<file path="src/rtl/fetch_prefetch.sv">
// -----------------------------------------------------------------------------
// fetch_prefetch
//
// Instruction prefetch stage sitting directly upstream of the icache. It walks
// sequential word addresses starting from the reset PC or a redirect target,
// issues one icache read at a time, and buffers returned words together with
// their PC in a small FIFO that the CPU drains over a valid/ready handshake.
// A redirect flushes the FIFO and discards any fetch still in flight.
//
// Ports:
//   clk, reset          clock, asynchronous active-high reset
//   fetch_en            allow new icache requests (buffered words still drain)
//   redirect            one-cycle pulse: flush and restart at redirect_addr
//   redirect_addr       new fetch byte address, bits [1:0] ignored
//   cpu_valid/ready     CPU handshake for the FIFO head
//   cpu_data, cpu_pc    head instruction word and its byte address (0 if empty)
//   client_rd_req       one-cycle read request pulse to the icache
//   client_addr         request byte address, stable until the ack
//   client_rd_ack       one-cycle pulse from the icache, data valid
//   client_rd_data      returned instruction word
// -----------------------------------------------------------------------------
module fetch_prefetch #(
    parameter int                DEPTH    = 4,
    parameter int                ADDR_W   = 24,
    parameter logic [ADDR_W-1:0] RESET_PC = 24'h000100
) (
    input  logic              clk,
    input  logic              reset,
    input  logic              fetch_en,
    input  logic              redirect,
    input  logic [ADDR_W-1:0] redirect_addr,
    output logic              cpu_valid,
    input  logic              cpu_ready,
    output logic [31:0]       cpu_data,
    output logic [ADDR_W-1:0] cpu_pc,
    output logic              client_rd_req,
    output logic [ADDR_W-1:0] client_addr,
    input  logic              client_rd_ack,
    input  logic [31:0]       client_rd_data
);

    localparam int PTR_W = $clog2(DEPTH);
    localparam int CNT_W = $clog2(DEPTH + 1);

    // WAIT: request outstanding, its data will be kept.
    // DROP: request outstanding, its data belongs to a flushed stream.
    typedef enum logic [1:0] {
        IDLE,
        WAIT,
        DROP
    } state_t;

    state_t            state_q, state_d;
    logic [ADDR_W-1:0] fetch_addr_q, fetch_addr_d;
    logic [ADDR_W-1:0] client_addr_q, client_addr_d;
    logic              client_rd_req_q, client_rd_req_d;
    logic [CNT_W-1:0]  count_q, count_d;
    logic [PTR_W-1:0]  rd_ptr_q, rd_ptr_d;
    logic [PTR_W-1:0]  wr_ptr_q, wr_ptr_d;

    logic [31:0]       mem_data_q [DEPTH];
    logic [ADDR_W-1:0] mem_pc_q   [DEPTH];

    logic              push;
    logic              pop;
    logic              fifo_has_room;
    logic [ADDR_W-1:0] redirect_target;

    // Low address bits of a redirect are deliberately dropped.
    logic              unused_redirect_lsb;
    assign unused_redirect_lsb = ^redirect_addr[1:0];

    assign redirect_target = {redirect_addr[ADDR_W-1:2], 2'b00};
    assign fifo_has_room   = (count_q < CNT_W'(DEPTH));

    // -------------------------------------------------------------------------
    // Fetch FSM: next state, request issue and push decision
    // -------------------------------------------------------------------------
    always_comb begin
        // NOTE: every signal assigned here gets a default first, so no path
        // through the case statement can leave one unassigned and infer a latch.
        state_d         = state_q;
        fetch_addr_d    = fetch_addr_q;
        client_addr_d   = client_addr_q;
        client_rd_req_d = 1'b0;
        push            = 1'b0;

        case (state_q)
            IDLE: begin
                // A stray ack here (e.g. left over from before reset) is ignored.
                if (fetch_en && !redirect && fifo_has_room) begin
                    client_rd_req_d = 1'b1;
                    client_addr_d   = fetch_addr_q;
                    fetch_addr_d    = fetch_addr_q + ADDR_W'(4);
                    state_d         = WAIT;
                end
            end
            WAIT: begin
                if (redirect) begin
                    // The request still has to retire; only its data is lost.
                    state_d = client_rd_ack ? IDLE : DROP;
                end else if (client_rd_ack) begin
                    push    = 1'b1;
                    state_d = IDLE;
                end
            end
            DROP: begin
                // The ack retires the old request even if another redirect
                // arrives in the same cycle; the new target is already latched.
                if (client_rd_ack) begin
                    state_d = IDLE;
                end
            end
            default: state_d = IDLE;
        endcase

        if (redirect) begin
            fetch_addr_d = redirect_target;
        end
    end

    // -------------------------------------------------------------------------
    // FIFO bookkeeping. A redirect flush wins over a same-cycle push or pop.
    // -------------------------------------------------------------------------
    assign pop = (count_q != '0) && cpu_ready && !redirect;

    always_comb begin
        count_d  = count_q;
        rd_ptr_d = rd_ptr_q;
        wr_ptr_d = wr_ptr_q;

        if (redirect) begin
            count_d  = '0;
            rd_ptr_d = '0;
            wr_ptr_d = '0;
        end else begin
            if (push) begin
                wr_ptr_d = wr_ptr_q + PTR_W'(1);
            end
            if (pop) begin
                rd_ptr_d = rd_ptr_q + PTR_W'(1);
            end
            case ({push, pop})
                2'b10:   count_d = count_q + CNT_W'(1);
                2'b01:   count_d = count_q - CNT_W'(1);
                default: count_d = count_q;
            endcase
        end
    end

    // -------------------------------------------------------------------------
    // Control registers
    // -------------------------------------------------------------------------
    always_ff @(posedge clk or posedge reset) begin
        // NOTE: state registers use non-blocking assignments so every flop
        // samples the values from before this edge, independent of block order.
        if (reset) begin
            state_q         <= IDLE;
            fetch_addr_q    <= RESET_PC;
            client_addr_q   <= '0;
            client_rd_req_q <= 1'b0;
            count_q         <= '0;
            rd_ptr_q        <= '0;
            wr_ptr_q        <= '0;
        end else begin
            state_q         <= state_d;
            fetch_addr_q    <= fetch_addr_d;
            client_addr_q   <= client_addr_d;
            client_rd_req_q <= client_rd_req_d;
            count_q         <= count_d;
            rd_ptr_q        <= rd_ptr_d;
            wr_ptr_q        <= wr_ptr_d;
        end
    end

    // NOTE: the FIFO storage has no reset; count_q alone says which entries are
    // meaningful, and the output mux hides stale contents while empty.
    always_ff @(posedge clk) begin
        if (push) begin
            mem_data_q[wr_ptr_q] <= client_rd_data;
            mem_pc_q[wr_ptr_q]   <= client_addr_q;
        end
    end

    // -------------------------------------------------------------------------
    // Outputs: all derived from registers only
    // -------------------------------------------------------------------------
    assign cpu_valid     = (count_q != '0);
    assign cpu_data      = cpu_valid ? mem_data_q[rd_ptr_q] : 32'd0;
    assign cpu_pc        = cpu_valid ? mem_pc_q[rd_ptr_q] : '0;
    assign client_rd_req = client_rd_req_q;
    assign client_addr   = client_addr_q;

    // Issue needs room and the count cannot grow while a request is out, so a
    // push into a full FIFO means the control logic is broken.
    assert property (@(posedge clk) disable iff (reset)
        !(push && (count_q == CNT_W'(DEPTH))));

endmodule
</file>
<file path="config.mk">
export PLATFORM = sky130hd
export DESIGN_NAME = fetch_prefetch
export DESIGN_NICKNAME = d
export VERILOG_FILES = /design/src/rtl/fetch_prefetch.sv
export SDC_FILE = /design/constraint.sdc
export NUM_CORES = 1
export LEC_CHECK = 0
export ABC_AREA = 1
export CORE_ASPECT_RATIO = 0.9
export CORE_MARGIN = 1
export CORE_UTILIZATION = 55
export CTS_CLUSTER_DIAMETER = 30
export DETAILED_ROUTE_END_ITERATION = 12
export MAX_ROUTING_LAYER = met4
export PLACE_DENSITY = 0.87
export SLEW_MARGIN = 20
export SYNTH_ARGS = -nofsm -noshare
export SYNTH_HDL_FRONTEND = slang
export SYNTH_SLANG_ARGS = --single-unit
</file>
<file path="constraint.sdc">
create_clock -name clk -period 4 [get_ports clk]
set_input_delay 1.2 -clock clk [delete_from_list [all_inputs] [get_ports clk]]
set_output_delay 1.2 -clock clk [all_outputs]
set_load 0.05 [all_outputs]
</file>
Word level (Yosys, flattened, before mapping). Memory sizes are Yosys's and may differ from the RTL's. Index checks and enable logic that the tools add are counted.

Register bits after elaboration: 58. RAM bits: 224. Input port bits: 62. Memories kept: 2.

Memories: mem_data_q (depth 4, width 32, read ports 1, clocked after memory_dff 0, wr ports 1, RTL line 61) `logic [31:0] mem_data_q [DEPTH];`; mem_pc_q (depth 4, width 24, read ports 1, clocked after memory_dff 0, wr ports 1, RTL line 62) `logic [ADDR_W-1:0] mem_pc_q [DEPTH];`.

Add/subtract/negate cells: 5. Order comparisons: 1. Eq/ne operators: 5. Mux-type cells: 23. Reductions and logical operators: 14.

Operators by type and width (count): $mux 24 (4); $mux 32 (1); $add 24x3->24 const B (1); $mux 2 (8); $reduce_bool 2->1 (4); $mux 1 (7); $pmux 2 s3 (1); $pmux 3 s2 (1); $reduce_bool 3->1 (2); $add 2x1->2 const B (2); $eq 2x1->1 const B (2); $eq 2x2->1 const B (2); $logic_and 1x1->1 (4); $reduce_and 2->1 (2); $add 3x1->3 const B (1); $lt 3x3->1 const B (1); $mux 3 (1); $sub 3x1->3 const B (1); $logic_not 2->1 (1); $ne 2x2->1 const B (1); $logic_not 1->1 (1).

Logic depth before layout (Yosys ltp). Gate-level depths: netlist of run 1.

Word-level depth: 6. Depth in mapped cells: 10. Gate-level depth less buffers: 10.

Least setup slack after synthesis of run 1. OpenSTA, ideal clock, no wires.

Kind: input to register. Start point: in redirect. End point: mem mem_data_q[0][0], enable pin. Arrival: 3948 ps. Data required time: 3534 ps. Slack: -414 ps. Stages: 6. Buffers on the path: 1. Path through: buf_4 -> inv_4 -> nand2_1 -> nor2_2 -> inv_1 -> nor2_1.

Word-level cells in the longest chain between the ends: 4.

RTL lines: start: declaration (RTL line 30) `input logic redirect,`; $mux 1 (RTL line 99) `if (redirect) begin`; $mux 1 (RTL line 88) `case (state_q)`; $mux 1 (RTL line 179) `if (push) begin`; $mux 1 (not written as such) (RTL line 180) `mem_data_q[wr_ptr_q] <= client_rd_data;`; end: declaration (RTL line 61).

Every way passes these cells.

Worst setup path in the final report of run 1.
Start point: reg rd_ptr_q[0]. End point: out cpu_data[3].

Word-level cells in the longest chain between the ends: 2.

RTL lines: start: declaration (RTL line 58) `logic [PTR_W-1:0] rd_ptr_q, rd_ptr_d;`; start signal: assignment (RTL line 171) `rd_ptr_q <= rd_ptr_d;`; $mem_v2 4x32; $mux 32 (RTL line 189) `assign cpu_data = cpu_valid ? mem_data_q[rd_ptr_q] : 32'd0;`; end: declaration (RTL line 34) `output logic [31:0] cpu_data,`.

Every way passes these cells.

==> summary.md, run 1 <==
| Metric | Value |
|---|---|
| GRT overflow | `0` |
| H-Tree Depth | `2` |
| CTS Root Cell | `clkbuf_16` |
| WL met1 | `roughly 11000 µm` |
| Area contributors post-synth | `edfxtp_1 (57%), dfrtp_1 (12%), nor2_1 (8.0%), o21ai_0 (5.6%), nand2_1 (3.2%)` |
| Filler Cell Count | `between 1000 and 1500` |
| Worst reg2reg setup slack | `between 2 and 2.5 ns` |
| Flop and latch count out of synthesis | `270` |
| Critical Path, Cell by Cell | `buf_4 > nor2_1 > nor2_1 > o21ai_0 > a21oi_1 > buf_12` |
| CTS tree | `built` |
| Syn_area_per_cell | `roughly 11 µm²` |
| Relative slew margins | `just over 30%` |
| Hold endpoint | `state_q[1]` |
| Compound-Gate Fraction of Synth Area | `10.2%` |
| Placed inst area | `approximately 0.014 mm²` |
| Cell area after technology mapping | `0.0113 mm²` |
| CP endpoint kind | `output port` |
| Multi-input gate area | `between 0.003 and 0.004 mm²` |
| Max-slew violation count | `0` |
| DRC Markers | `0` |
| Total of max-cap violations | `0` |
| Length of the first detailed-routing pass in iterations | `5` |
| FF-to-FF path depth | `6` |
| Main combinational cell family by area after synthesis | `simple AND/OR/NAND/NOR gates` |
| Hold-critical path depth | `1` |
| Skew final | `0.0168 ns` |
| # Post-CTS Setup Buffers | `0` |
| WP depth | `6` |
| Vias | `8093` |
| Cell internal pwr | `approximately 7500 µW` |
| Antenna cells | `0` |
| Final WS setup | `approximately 0.15 ns` |
| Status | `finished clean` |
| Final wirelength | `~26000 µm` |
| Final hold vios | `0` |
| Synth Warn # | `0` |
| Site Rows | `just under 50` |
| Worst Min Path Start | `state_q[0]` |
| Sequential area share after synthesis | `69.2%` |
| Initial Utilization | `56.5%` |
| Startpoint types | `flip-flop` |
| Slew @ Worst Pin | `~1.0 ns` |
| Unrepaired setup endpoints after global routing | `no` |
| Die height | `138 µm` |
| Design Area, Final | `between 0.015 and 0.02 mm²` |
| Area grow syn2layout | `32.7%` |
| Total power | `12000 µW` |
| Post-DR vias/cell | `between 5 and 6` |
| Capture point of the worst reg-to-reg path | `mem_data_q[0][23]` |
| Final nets | `1235` |
| Leak | `0.00565 µW` |
| Global Route Usage Sum | `between 20 and 30%` |
| Max incr delay on CP | `between 0.7 and 0.8 ns` |
| Gate count of the mapped netlist | `about 1000` |
| Number of I/O port buffers | `137` |
| Total CTS buffers | `46` |
| Metal2 WL | `between 10000 and 15000 µm` |
| Vias in the first global route | `8148` |
| CTS Buffer Depth | `3` |
| Largest net degree at the start of global routing | `57` |
| Leading area contributor after synthesis | `edfxtp_1` |
| Clock-pin slew on the worst setup and hold paths | `roughly 0.050 ns` |
| Post-CTS Hold Fix Bufs | `0` |
| Worst vdd ir | `approximately 0.62 mV` |
| Pre-CTS setup slack | `around 0.71 ns` |
| Final period demand of the worst path | `a little under 4 ns` |
| CTS resizes | `0` |
| Pwr per Cell Area | `approximately 800 mW/mm²` |
| Global-route wire length before repair | `slightly above 40000 µm` |
| Tcrit/Tclk final | `a little over nine tenths` |
| Sw power | `roughly 4400 µW` |
| Routed length per placed instance | `~18 µm` |
| Core box area | `between 0.02 and 0.025 mm²` |
| Top Ports | `144` |
| DIE AREA | `around 0.021 mm²` |
| CP Max Fanout | `39` |
| Yosys top cell area share | `a little under three fifths` |
| Worst EP arrival | `2.65 ns` |
| Post-Synth Simple-Gate Area | `between 15 and 20%` |
| Layout cells sized above 1 | `16.0%` |
| Switching Fraction | `between 30 and 40%` |
| Clock Latency Late Sink | `approximately 0.53 ns` |
| # clock sinks | `270` |
| Xor/xnor share of the synthesized area | `less than 1%` |
| Top Metal Used | `met4` |
| Count of different cell masters after synthesis | `38` |
| Kind of critical path | `reg2out` |
| Dpl hpwl | `15500 µm` |
| Worst hold slack | `approximately 0.54 ns` |
| Slowest cell on crit path | `dfrtp_4` |
| FMAX | `roughly 260 MHz` |
| Most frequent CP cell | `nor2_1` |
| DR iter-0 viols | `about 620` |
| Reg2Reg Launch Point | `state_q[1]` |
| Mux share of post-synthesis cell area | `0%` |
| Hold Path Class | `reg2reg` |
| Register area | `around 0.0078 mm²` |
| Initial antenna violation count | `0` |
| Antenna-violating nets left | `0` |
| Comb pwr share | `37.7%` |
| CP Data Required Time | `between 2 and 3 ns` |
| Adder-cell area share of the yosys netlist | `0.729%` |
| Worst Path Buf+Inv | `2` |
| Clock Power Share | `about a third` |
| Largest delay share family, worst path | `flip-flops` |
| RD Place Congestion | `between 0.8 and 0.9` |
| DIE WIDTH | `153 µm` |
| Setup violators final | `0` |
| Sequential power share | `slightly above 30%` |
| Met3 WL | `slightly below 2000 µm` |
==> cell usage after synthesis (all sizes together) <==
master    n
a22oi     9
fa        1
dfstp     1
nand3    41
clkbuf   15
xnor2     1
xor2      4
o21ai   143
o31ai     1
conb      1
ha        5
buf      40
a21boi    8
or2       1
nand4     3
nand2   105
dfrtp    53
a21oi    58
a211oi    1
nor2    256
o21bai    1
inv      45
nor3      3
edfxtp  216
==> power groups by stage <==
stage          sequential (µW)  clock [µW]  combinational [µW]
2_1_floorplan             3940           0                2210
3_3_place_gp              3720           0                4400
3_5_place_dp              3730           0                4490
4_1_cts                   3690        3790                4530
5_1_grt                   3730        3930                4730
6_report                  3700        3750                4510
==> layout make-up <==
| cell class | count | share of cell area [%] |
|---|---|---|
| Sequential cell | 270 | 52.2 |
| Timing Repair Buffer | 159 | 14.2 |
| Tap cell | 255 | 2.12 |
| Inverter | 45 | 1.14 |
| Clock inverter | 32 | 2.08 |
| Clock buffer | 53 | 7.98 |
| Multi-Input combinational cell | 645 | 20.3 |
==> flip-flops by register name, indices dropped and copies added (netlist names) <==
name and flops:
mem_pc_q 88, client_rd_req 1, client_addr 22, state_q 2
wr_ptr_q 2, count_q 3, rd_ptr_q 2, mem_data_q 128
fetch_addr_q 22
==> worst register-to-register path, delay by kind of cell, from the launching register on <==
family	cells	cell delay (ns)
buf+inv	3	0.77
simple gates	3	0.44
flops	1	0.39
==> routing by layer <==
layer,vias to the layer above,GRT usage (%)
met5,-,-
met4,0,9.25
met3,47,3.98
met2,379,43.3
met1,3853,32.4
li1,3814,-
==> worst max-delay path by stage <==
| stage | from | to | slack, ns |
|---|---|---|---|
| detailed placement | rd_ptr_q[0] | cpu_data[3] | 0.71 |
| floorplan | redirect | mem_data_q[0][0] | -0.41 |
| CTS | rd_ptr_q[0] | cpu_data[3] | 0.14 |
| global route | rd_ptr_q[0] | cpu_data[3] | 0.06 |
| global placement | redirect | mem_data_q[0][24] | 0.81 |
| finish | rd_ptr_q[0] | cpu_data[3] | 0.15 |
==> logic make-up after synthesis <==
family	after synthesis
AND/OR/NAND/NOR	409
flip-flops	270
AO/OA/AOI/OAI	221
adder cells (fa/ha/maj)	6
other	1
XOR/XNOR	5
buffers and inverters	100
==> per-stage QoR <==
| stage | instances | utilization [%] | setup TNS [ns] |
|---|---|---|---|
| detailed placement | 1374 | 67.4 | 0 |
| global placement | 1374 | 67.4 | 0 |
| global route | 1459 | 74.9 | 0 |
| floorplan | 1015 | - | -89.33 |
| finish | 1459 | 74.9 | 0 |
| CTS | 1459 | 74.9 | 0 |
==> cell usage in the layout, fill, tap and decap left out, drive strengths merged <==
cell	netlist	final
nand4	3	3
clkdlybuf4s50	0	83
a211oi	1	1
clkbuf	15	53
bufinv	0	4
nor3	3	3
or2	1	1
nor2	256	256
nand3	41	41
fa	1	1
o31ai	1	1
xnor2	1	1
dfrtp	53	53
o21ai	143	143
edfxtp	216	216
xor2	4	4
conb	1	4
clkinvlp	0	8
ha	5	5
nand2	105	105
buf	40	76
o21bai	1	1
inv	45	50
dfstp	1	1
a21oi	58	58
clkinv	0	15
a22oi	9	9
a21boi	8	8
Power figures use the tool's default switching activity.
==> run 2: changes to the inputs <==
Settings changed: PLACE_DENSITY 0.87 to 0.82.
==> run 2 against run 1 <==
Utilization rose by 0.39 points. Count of clock-buffer cells in the layout fell by 1. First-iteration DRC count down 1.1%. Critical endpoint is now cpu_data[13]. Critical path type unchanged. Largest cell class unchanged. Clock power is 5.9% higher. Maximum frequency grew 4.5%. Highest routed layer unchanged. Largest power group unchanged. Worst hold slack better by 0.0013 ns. Cell count shrank 0.48%. Sequential share of layout area down 0.27 points. Clock skew up 0.0046 ns. Flip-flop and latch count unchanged.
==> summary.md, run 2 (same netlist as run 1, synthesis figures left out) <==
| Metric | Value |
|---|---|
| Global-route wire length before repair | `roughly 40000 µm` |
| DR iter-0 viols | `614` |
| Layout cells sized above 1 | `about 16%` |
| Skew final | `0.0214 ns` |
| Final WS setup | `roughly 0.32 ns` |
| RD Place Congestion | `just under 0.9` |
| Post-CTS Hold Fix Bufs | `0` |
| Top reg by flops | `mem_data_q` |
| Clock-pin slew on the worst setup and hold paths | `0.05 ns` |
| CTS Root Cell | `clkbuf_16` |
| Final period demand of the worst path | `roughly 3.7 ns` |
| Top Ports | `144` |
| Slew @ Worst Pin | `around 0.85 ns` |
| Global Route Usage Sum | `between 20 and 30%` |
| Initial antenna violation count | `0` |
| Worst EP arrival | `about 2.5 ns` |
| Total of max-cap violations | `0` |
| Pwr per Cell Area | `slightly above 800 mW/mm²` |
| Dpl hpwl | `14500 µm` |
| Most common cell after layout, fill and taps aside | `nor2_1` |
| Number of I/O port buffers | `137` |
| Tcrit/Tclk final | `92.0%` |
| Initial Utilization | `a little under three fifths` |
| Cell internal pwr | `7680 µW` |
| Relative slew margins | `between 40% and 50%` |
| Area grow syn2layout | `33.4%` |
| Largest register FFs | `~130` |
| # Post-CTS Setup Buffers | `0` |
| Antenna-violating nets left | `0` |
| Final wirelength | `between 20000 and 30000 µm` |
| Sequential power share | `30.2%` |
| Unrepaired setup endpoints after global routing | `no` |
| CTS tree | `built` |
| GRT overflow | `0` |
| CP Data Required Time | `roughly 2.8 ns` |
| Comb pwr share | `a little under two fifths` |
| DRC Markers | `0` |
| Status | `finished clean` |
| Design Area, Final | `~0.015 mm²` |
| Routed length per placed instance | `17.7 µm` |
| Switching Fraction | `between 30% and 40%` |
| Clock Latency Late Sink | `about 0.53 ns` |
| Startpoint types | `flip-flop` |
| CP Max Fanout | `31` |
| Sw power | `4470 µW` |
| Final nets | `approximately 1200` |
| Leak | `~0.0057 µW` |
| # clock sinks | `270` |
| Vias in the first global route | `7771` |
| Biggest regs | `mem_data_q x128, mem_pc_q x88` |
| Final hold vios | `0` |
| Kind of critical path | `reg2out` |
| CTS resizes | `0` |
| DIE AREA | `0.0212 mm²` |
| Total negative slack | `0 ns` |
| Length of the first detailed-routing pass in iterations | `5` |
| Pre-CTS setup slack | `a little under 0.8 ns` |
| Total CTS buffers | `between 40 and 50` |
| Antenna cells | `0` |
| Placed inst area | `around 0.014 mm²` |
| CTS Buffer Depth | `3` |
| Post-DR vias/cell | `5.51` |
| Vias | `8000` |
| Clock Power Share | `between 30% and 40%` |
| H-Tree Depth | `2` |
| Hold Path Class | `reg2reg` |
| Largest net degree at the start of global routing | `110` |
| DIE WIDTH | `about 150 µm` |
| Setup violators final | `0` |
| Max-slew violation count | `0` |
| Die height | `between 100 and 150 µm` |
| Most frequent cells in the layout | `nor2_1 (238), edfxtp_1 (216), o21ai_0 (126)` |
| CP endpoint kind | `output port` |
| Site Rows | `between 40 and 50` |
| Core box area | `approximately 0.02 mm²` |
| Worst vdd ir | `0.517 mV` |
| FMAX | `between 200 and 300 MHz` |
==> run 2: cell count changes in the layout (fill, tap and decap cells not counted), sizes merged <==
cell and change:
buf -5, clkbuf -1, bufinv +2, clkinvlp -2, inv +8, clkinv -9
==> run 2: power groups by stage <==
| stage | logic (µW) | registers [µW] | clock network (µW) |
|---|---|---|---|
| final | 4510 | 3660 | 3970 |
| after global routing | 4730 | 3690 | 4150 |
| after CTS | 4530 | 3650 | 4020 |
| after detailed placement | 4490 | 3700 | 0 |
| after global placement | 4430 | 3680 | 0 |
| after floorplan | 2210 | 3940 | 0 |
==> run 2: final cells by class <==
class,count,area [µm²]
Multi-Input combinational cell,645,3050
Clock inverter,31,375
Tap cell,255,319
Timing Repair Buffer,154,2130
Clock buffer,52,1210
Inverter,45,171
Fill cell,1192,4950
Sequential cell,270,7840
==> run 2: final timing paths <==
path	start	to	slack (ns)	cells past startpoint
max	count_q[0]	cpu_data[13]	0.32	6
min	state_q[0]	state_q[1]	0.54	1
max reg2reg	state_q[1]	mem_data_q[3][23]	2.03	6
min reg2reg	state_q[0]	state_q[1]	0.54	1
max in group asynchronous	reset	fetch_addr_q[17]	2.23	3
min in group asynchronous	reset	rd_ptr_q[0]	0.95	2
==> run 2: stage by stage <==
step           util [%]  power (µW)  cells  hold WS, ns
6_report           75.3       12100   1452        0.540
5_1_grt            75.3       12600   1452        0.564
4_1_cts            75.3       12200   1452        0.544
3_5_place_dp       67.4        8190   1369        0.532
3_3_place_gp       67.4        8110   1369        0.505
2_1_floorplan         -        6150   1015        0.490
==> run 2: critical path, stage by stage (launching register included) <==
cell	delay [ns]
dfrtp_1	0.42
nor2_1	0.14
nand2_2	0.12
inv_2	0.54
buf_4	0.39
a21oi_1	0.15
buf_12	0.18
==> run 2: metal layers <==
| metal | up-vias | wire (µm) | share of wire, % | global-route usage [%] |
|---|---|---|---|---|
| li1 | 3797 | - | - | - |
| met1 | 3821 | 10300 | 40 | 31.5 |
| met4 | 0 | 406 | 1.6 | 7.28 |
| met5 | - | 0 | 0 | - |
| met3 | 43 | 1920 | 7.5 | 5.02 |
| met2 | 339 | 13000 | 51 | 41.7 |
==> run 3: changes to the inputs <==
--- a/config.mk
+++ b/config.mk
@@ -12,4 +12,5 @@
 export CTS_CLUSTER_DIAMETER = 30
 export DETAILED_ROUTE_END_ITERATION = 12
+export HOLD_SLACK_MARGIN = 0.1
 export MAX_ROUTING_LAYER = met4
 export PLACE_DENSITY = 0.82
==> constraint.sdc (replaced) <==
create_clock -name clk -period 4 [get_ports clk]
set_input_delay 0.6 -clock clk [delete_from_list [all_inputs] [get_ports clk]]
set_output_delay 0.6 -clock clk [all_outputs]
set_load 0.05 [all_outputs]
==> run 3 against run 2 <==
Maximum frequency up 4.0%. Setup slack improved by 0.14 ns. Die area unchanged. Sequential power increased by 1%. Critical path depth is the same. Cell count rose by 0.14%.
==> summary.md, run 3 (same netlist as run 1, synthesis figures left out) <==
| Metric | Value |
|---|---|
| Hold Path Class | `in2async` |
| Cell internal pwr | `7330 µW` |
| Kind of critical path | `reg2out` |
| Top reg by flops | `mem_data_q` |
| Total of max-cap violations | `0` |
| # Post-CTS Setup Buffers | `0` |
| Startpoint types | `flip-flop` |
| Worst hold slack | `just over 0.5 ns` |
| Pre-CTS setup slack | `around 1.1 ns` |
| Clock Power Share | `about 34%` |
| CTS Root Cell | `clkbuf_16` |
| GRT overflow | `0` |
| FF-to-FF path depth | `6` |
| Placed cells | `between 1000 and 1500` |
| Slew @ Worst Pin | `around 0.93 ns` |
| Global-route wire length before repair | `40400 µm` |
| Switching Fraction | `a little under two fifths` |
| Unrepaired setup endpoints after global routing | `no` |
| Final hold vios | `0` |
| CP endpoint kind | `output port` |
| Placed inst area | `around 0.013 mm²` |
| DRC Markers | `0` |
| Initial Utilization | `approximately 56%` |
| Worst reg2reg setup slack | `about 1.9 ns` |
| Worst vdd ir | `0.449 mV` |
| H-Tree Depth | `2` |
| Routed length per placed instance | `17.6 µm` |
| Layout cells sized above 1 | `roughly 16%` |
| Status | `finished clean` |
| Setup violators final | `0` |
| Antenna-violating nets left | `0` |
| Most frequent cells in the layout | `nor2_1 (238), edfxtp_1 (216), o21ai_0 (126)` |
| # clock sinks | `270` |
| Vias in the first global route | `7916` |
| Post-CTS Hold Fix Bufs | `0` |
| Global Route Usage Sum | `around 25%` |
| Most common cell after layout, fill and taps aside | `nor2_1` |
| Leak | `roughly 0.0056 µW` |
| Design Area, Final | `~0.015 mm²` |
| GRT Max-Usage Layer | `met2` |
| Total CTS buffers | `46` |
| Largest register FFs | `between 100 and 150` |
| Dpl hpwl | `14200 µm` |
| CTS Buffer Depth | `3` |
| Largest net degree at the start of global routing | `65` |
| CTS tree | `built` |
| Length of the first detailed-routing pass in iterations | `5` |
| DIE AREA | `approximately 0.021 mm²` |
| Die height | `about 140 µm` |
| Skew final | `~0.0066 ns` |
| Final period demand of the worst path | `approximately 3.5 ns` |
| Layout Cells excl Fill | `1454` |
| Initial antenna violation count | `1` |
| Site Rows | `a little under 50` |
| DIE WIDTH | `approximately 150 µm` |
| Capture point of the worst reg-to-reg path | `mem_data_q[1][29]` |
| Vias | `just over 8000` |
| Worst EP arrival | `between 2 and 3 ns` |
| Sw power | `approximately 4400 µW` |
| DR iter-0 viols | `~640` |
| CP Data Required Time | `~3.4 ns` |
| Grt met2 use | `roughly two fifths` |
| RD Place Congestion | `approximately 0.84` |
| Total negative slack | `0 ns` |
| M1 GR Usage | `roughly 33%` |
| Final wirelength | `25600 µm` |
| Area grow syn2layout | `30.0%` |
| CTS resizes | `0` |
| Pwr per Cell Area | `~800 mW/mm²` |
| Clock Latency Late Sink | `0.53 ns` |
| Final WS setup | `between 0.4 and 0.5 ns` |
| Comb pwr share | `approximately a third` |
| Core box area | `0.0200 mm²` |
| Final nets | `around 1200` |
| GRT met3 Usage | `around 4.7%` |
| Top Ports | `144` |
| Max-slew violation count | `0` |
| FMAX | `about 280 MHz` |
| Tcrit/Tclk final | `between 80% and 90%` |
| Relative slew margins | `around 38%` |
| Sequential power share | `a little under a third` |
| Filler Cell Count | `1302` |
| Post-DR vias/cell | `5.54` |
| CP Max Fanout | `64` |
| Number of I/O port buffers | `about 140` |
| Biggest regs | `mem_data_q x128, mem_pc_q x88` |
| Clock-pin slew on the worst setup and hold paths | `0.05 ns` |
| Reg2Reg Launch Point | `state_q[1]` |
[run 3: metrics by stage]
step           utilization [%]  total power, µW
5_1_grt                   73.4            12100
4_1_cts                   73.4            11800
3_5_place_dp              65.5             7780
2_1_floorplan                -             6150
6_report                  73.4            11700
3_3_place_gp              65.5             7700
[run 3: power by group through the flow]
stage	Combinational, µW	Clock [µW]	Sequential [µW]
floorplan	2210	0	3940
global placement	3970	0	3730
detailed placement	4030	0	3750
CTS	4070	4000	3700
global route	4270	4130	3740
finish	4050	3980	3710
[run 3: worst max path at each step]
stage           startpoint                to  slack, ns  cells past startpoint
6_report       rd_ptr_q[0]         cpu_pc[8]       0.46                      6
5_1_grt        rd_ptr_q[0]        cpu_pc[17]       0.33                      6
4_1_cts        rd_ptr_q[0]        cpu_pc[17]       0.48                      6
3_5_place_dp   rd_ptr_q[0]        cpu_pc[10]       1.09                      6
3_3_place_gp   rd_ptr_q[0]        cpu_pc[15]       1.12                      6
2_1_floorplan     redirect  mem_data_q[0][0]       0.19                      6
[run 3: worst max-delay path: stages (launching register included)]
cell and delay (ns):
dfrtp_4 0.77, buf_4 0.64, nor2_1 0.13, nor2_1 0.16, o21ai_0 0.13, a21oi_1 0.36
buf_12 0.19
[run 3: cell type report]
cell class              count  area (µm²)  area share [%]
clock inverters            31         369            2.51
inverters                  45         173            1.17
diodes                      1        2.50          0.0170
flip-flops and latches    270        7840            53.3
repair buffers            154        1750            11.9
well taps                 255         319            2.17
multi-input cells         645        3050            20.7
clock buffers              53        1210            8.21
[run 3: layer usage]
metal,vias up,share of wire (%)
li1,3803,-
met1,3866,41
met2,339,49
met3,51,7.8
met4,0,2.1
met5,-,0
==> patch 1, RTL diff (settings of run 2) <==
Re-encode `state_t` (3 states) as one-hot, 3 bits wide.
--- a/src/rtl/fetch_prefetch.sv
+++ b/src/rtl/fetch_prefetch.sv
@@ -44,10 +44,10 @@
 
     // WAIT: request outstanding, its data will be kept.
     // DROP: request outstanding, its data belongs to a flushed stream.
-    typedef enum logic [1:0] {
-        IDLE,
-        WAIT,
-        DROP
+    typedef enum logic [2:0] {
+        IDLE = 3'b001,
+        WAIT = 3'b010,
+        DROP = 3'b100
     } state_t;
 
     state_t            state_q, state_d;
Behaviour: same outputs for any inputs over 4 cycles, from zero or initial values and one cycle with reset high; so few cycles prove little.
==> patch 1 against run 2 <==
Cell area hardly changed. Sequential cell count is 1 higher. Area after synthesis hardly changed. Setup slack better by 84 ps. Power is 3.1% higher. Die area hardly changed. Wire length is 1.4% lower. Non-clock buffer count is 1 higher. Highest routed layer unchanged.
==> patch 1: results <==
set metrics [dict create \
    dpl.cell_count 1382 \
    peakVddDrop_mv 0.5231 \
    gr-usage-all-layers_pct 25.03 \
    ys_types 34 \
    skew_ps 22.23 \
    nets 1240 \
    final_cells 1462 \
    synth_commonest_cells "nor2_1 (250), edfxtp_1 (216), o21ai_0 (119)" \
    slew_headroom_pct 51.98 \
    min_to "fetch_addr_q[8]" \
    drive_gt1_share_pct 15.74 \
    crit_slowest_cell "dfrtp_4" \
    outcome "finished, final reports clean" \
    fin_hold_ws_ps 541.9 \
    place_hpwl_mm 14.52 \
    vias_per_cell 5.537 \
    synthAdderAreaFrac_pct 0.7291 \
    intPower_uw 7782 \
    cp-endpoint "cpu_data[14]" \
    whs_path_depth 2 \
    critPathMaxFanout 51 \
    gp_congestion 0.8678 \
    pg_clk_uw 3920 \
    postPlaceCellArea_um2 13540 \
    drtIter0Drc 581 \
    leakagePower_uw 0.005679 \
    slowest_delay_ps 490 \
    synth_area_leaders "edfxtp_1 (57%), dfrtp_1 (12%), nor2_1 (8.3%)" \
    crit_path_start "rd_ptr_q[0]" \
    reg2reg_slack_ps 1890 \
    r2r_start "state_q[2]" \
    cts-buffers-inserted 43 \
    synth_compound_area_share_pct 9.722 \
    grt_pass1_vias 7953 \
    p_comb_uw 4920 \
    synthArstFlopShare_pct 20.30 \
    syn_avg_cell_area_um2 11.05 \
    avgRoutedWirePerCell_um 17.28 \
]
## patch 1: cell types whose count changed in the layout (fill, tap and decap cells not counted), sizes merged, moves of 3 or more
cell / change
nand2: +15
nor2: +6
nand4: +3
nand3: +4
a22oi: -6
inv: -8
clkbuf: -7
o21ai: -9
clkinv: +7
## patch 1: layer usage
layer  share of wire [%]  global-route usage (%)  vias up  routed length [um]
li1                    -                       -     3837                   -
met1                  41                   31.25     3840               10420
met2                  49                   40.74      361               12300
met3                 7.8                   5.078       57                1967
met4                 2.2                   8.985        0                 568
met5                   0                       -        -                   0
## patch 1: area by class of cell
class / instances / area, um^2
clock buffers: 45 / 1105
clock inverters: 35 / 467.9
fillers: 1212 / 4996
inverters: 40 / 150.1
multi-input cells: 661 / 3054
flip-flops and latches: 271 / 7870
well taps: 255 / 319.1
repair buffers: 155 / 2147
## patch 1: worst reg2reg max path, cell delays in order, from the launching register on
cell and delay (ps):
dfrtp_1 420, nor2_1 220, nand2_1 160, nor2_2 180, inv_1 190, nor2_4 130, buf_4 420
==> patch 2, RTL diff (config.mk and constraints of run 2) <==
Made on the original files. Set the parameter `ADDR_W` to 36 (it was 24).
--- a/src/rtl/fetch_prefetch.sv
+++ b/src/rtl/fetch_prefetch.sv
@@ -21,7 +21,7 @@
 // -----------------------------------------------------------------------------
 module fetch_prefetch #(
     parameter int                DEPTH    = 4,
-    parameter int                ADDR_W   = 24,
+    parameter int                ADDR_W   = 36,
     parameter logic [ADDR_W-1:0] RESET_PC = 24'h000100
 ) (
     input  logic              clk,
Ports: changed (resized client_addr, cpu_pc and redirect_addr); port bits go from 144 to 180. The function was not compared with the original's and may differ.
==> patch 2 against run 2 <==
Area after synthesis is 27% higher. Power is 21% higher. Setup slack worse by 77 ps. Cell area is 23% higher. Sequential cell count is 72 higher. Critical path depth stayed put. Wire length is 35% higher. Critical endpoint is now cpu_pc[10].
==> patch 2: results <==
set metrics [dict create \
    outcome "finished, final reports clean" \
    dr_wl_met2_mm 16.80 \
    routed_wl_mm 34.56 \
    setup_ws_ps 243.4 \
    use_met2_pct 43.16 \
    n_fill_cell 1629 \
    dpl.cell_count 1798 \
    place_hpwl_mm 19.92 \
    dp_worst_setup_slack_ps 742.1 \
    wl_met3_mm 3.022 \
    synth_commonest_cells "nor2_1 (324), edfxtp_1 (264), o21ai_0 (182)" \
    rows 55 \
    drt-met1-wl_mm 14.01 \
    combPwrFrac_pct 34.5 \
    reg_top3 "mem_pc_q x136, mem_data_q x128" \
    io_buffers 173 \
    clkPwrFrac_pct 32.4 \
    reg2reg_slack_ps 1940 \
    dr_total_vias 10730 \
    fin_hold_ws_ps 555.8 \
    use_met3_pct 4.313 \
    avgRoutedWirePerCell_um 18.17 \
    worstPathArrival_ps 2560 \
    crit_path_start "rd_ptr_q[1]" \
    ys_types 34 \
    power_switching_uw 5773 \
]
[patch 2: kinds of logic (layout without fill, tap and decap cells)]
kind of cell	count (synthesis)	after routing	share of synthesized area [%]
flip-flops	342	342	68.54
adder cells (fa/ha/maj)	6	6	0.5728
AO/OA/AOI/OAI	283	283	10.28
buffers and inverters	137	359	4.010
AND/OR/NAND/NOR	561	561	16.27
XOR/XNOR	5	5	0.3038
other	1	4	0.02601
[patch 2: cell type report]
class | count | area (um^2) | area share, %
timing repair buffer | 193 | 2054 | 11.10
inverter | 62 | 234.0 | 1.264
multi-input combinational | 859 | 4001 | 21.61
tap | 342 | 427.9 | 2.311
sequential | 342 | 9886 | 53.39
clock buffer | 57 | 1426 | 7.704
clock inverter | 47 | 485.5 | 2.622
[patch 2: critical path, cell delays in order, from the launching register on]
cell,delay [ps]
dfrtp_2,490
inv_2,660
buf_12,300
nor2_1,70
o21ai_0,100
a21oi_1,130
buf_4,210
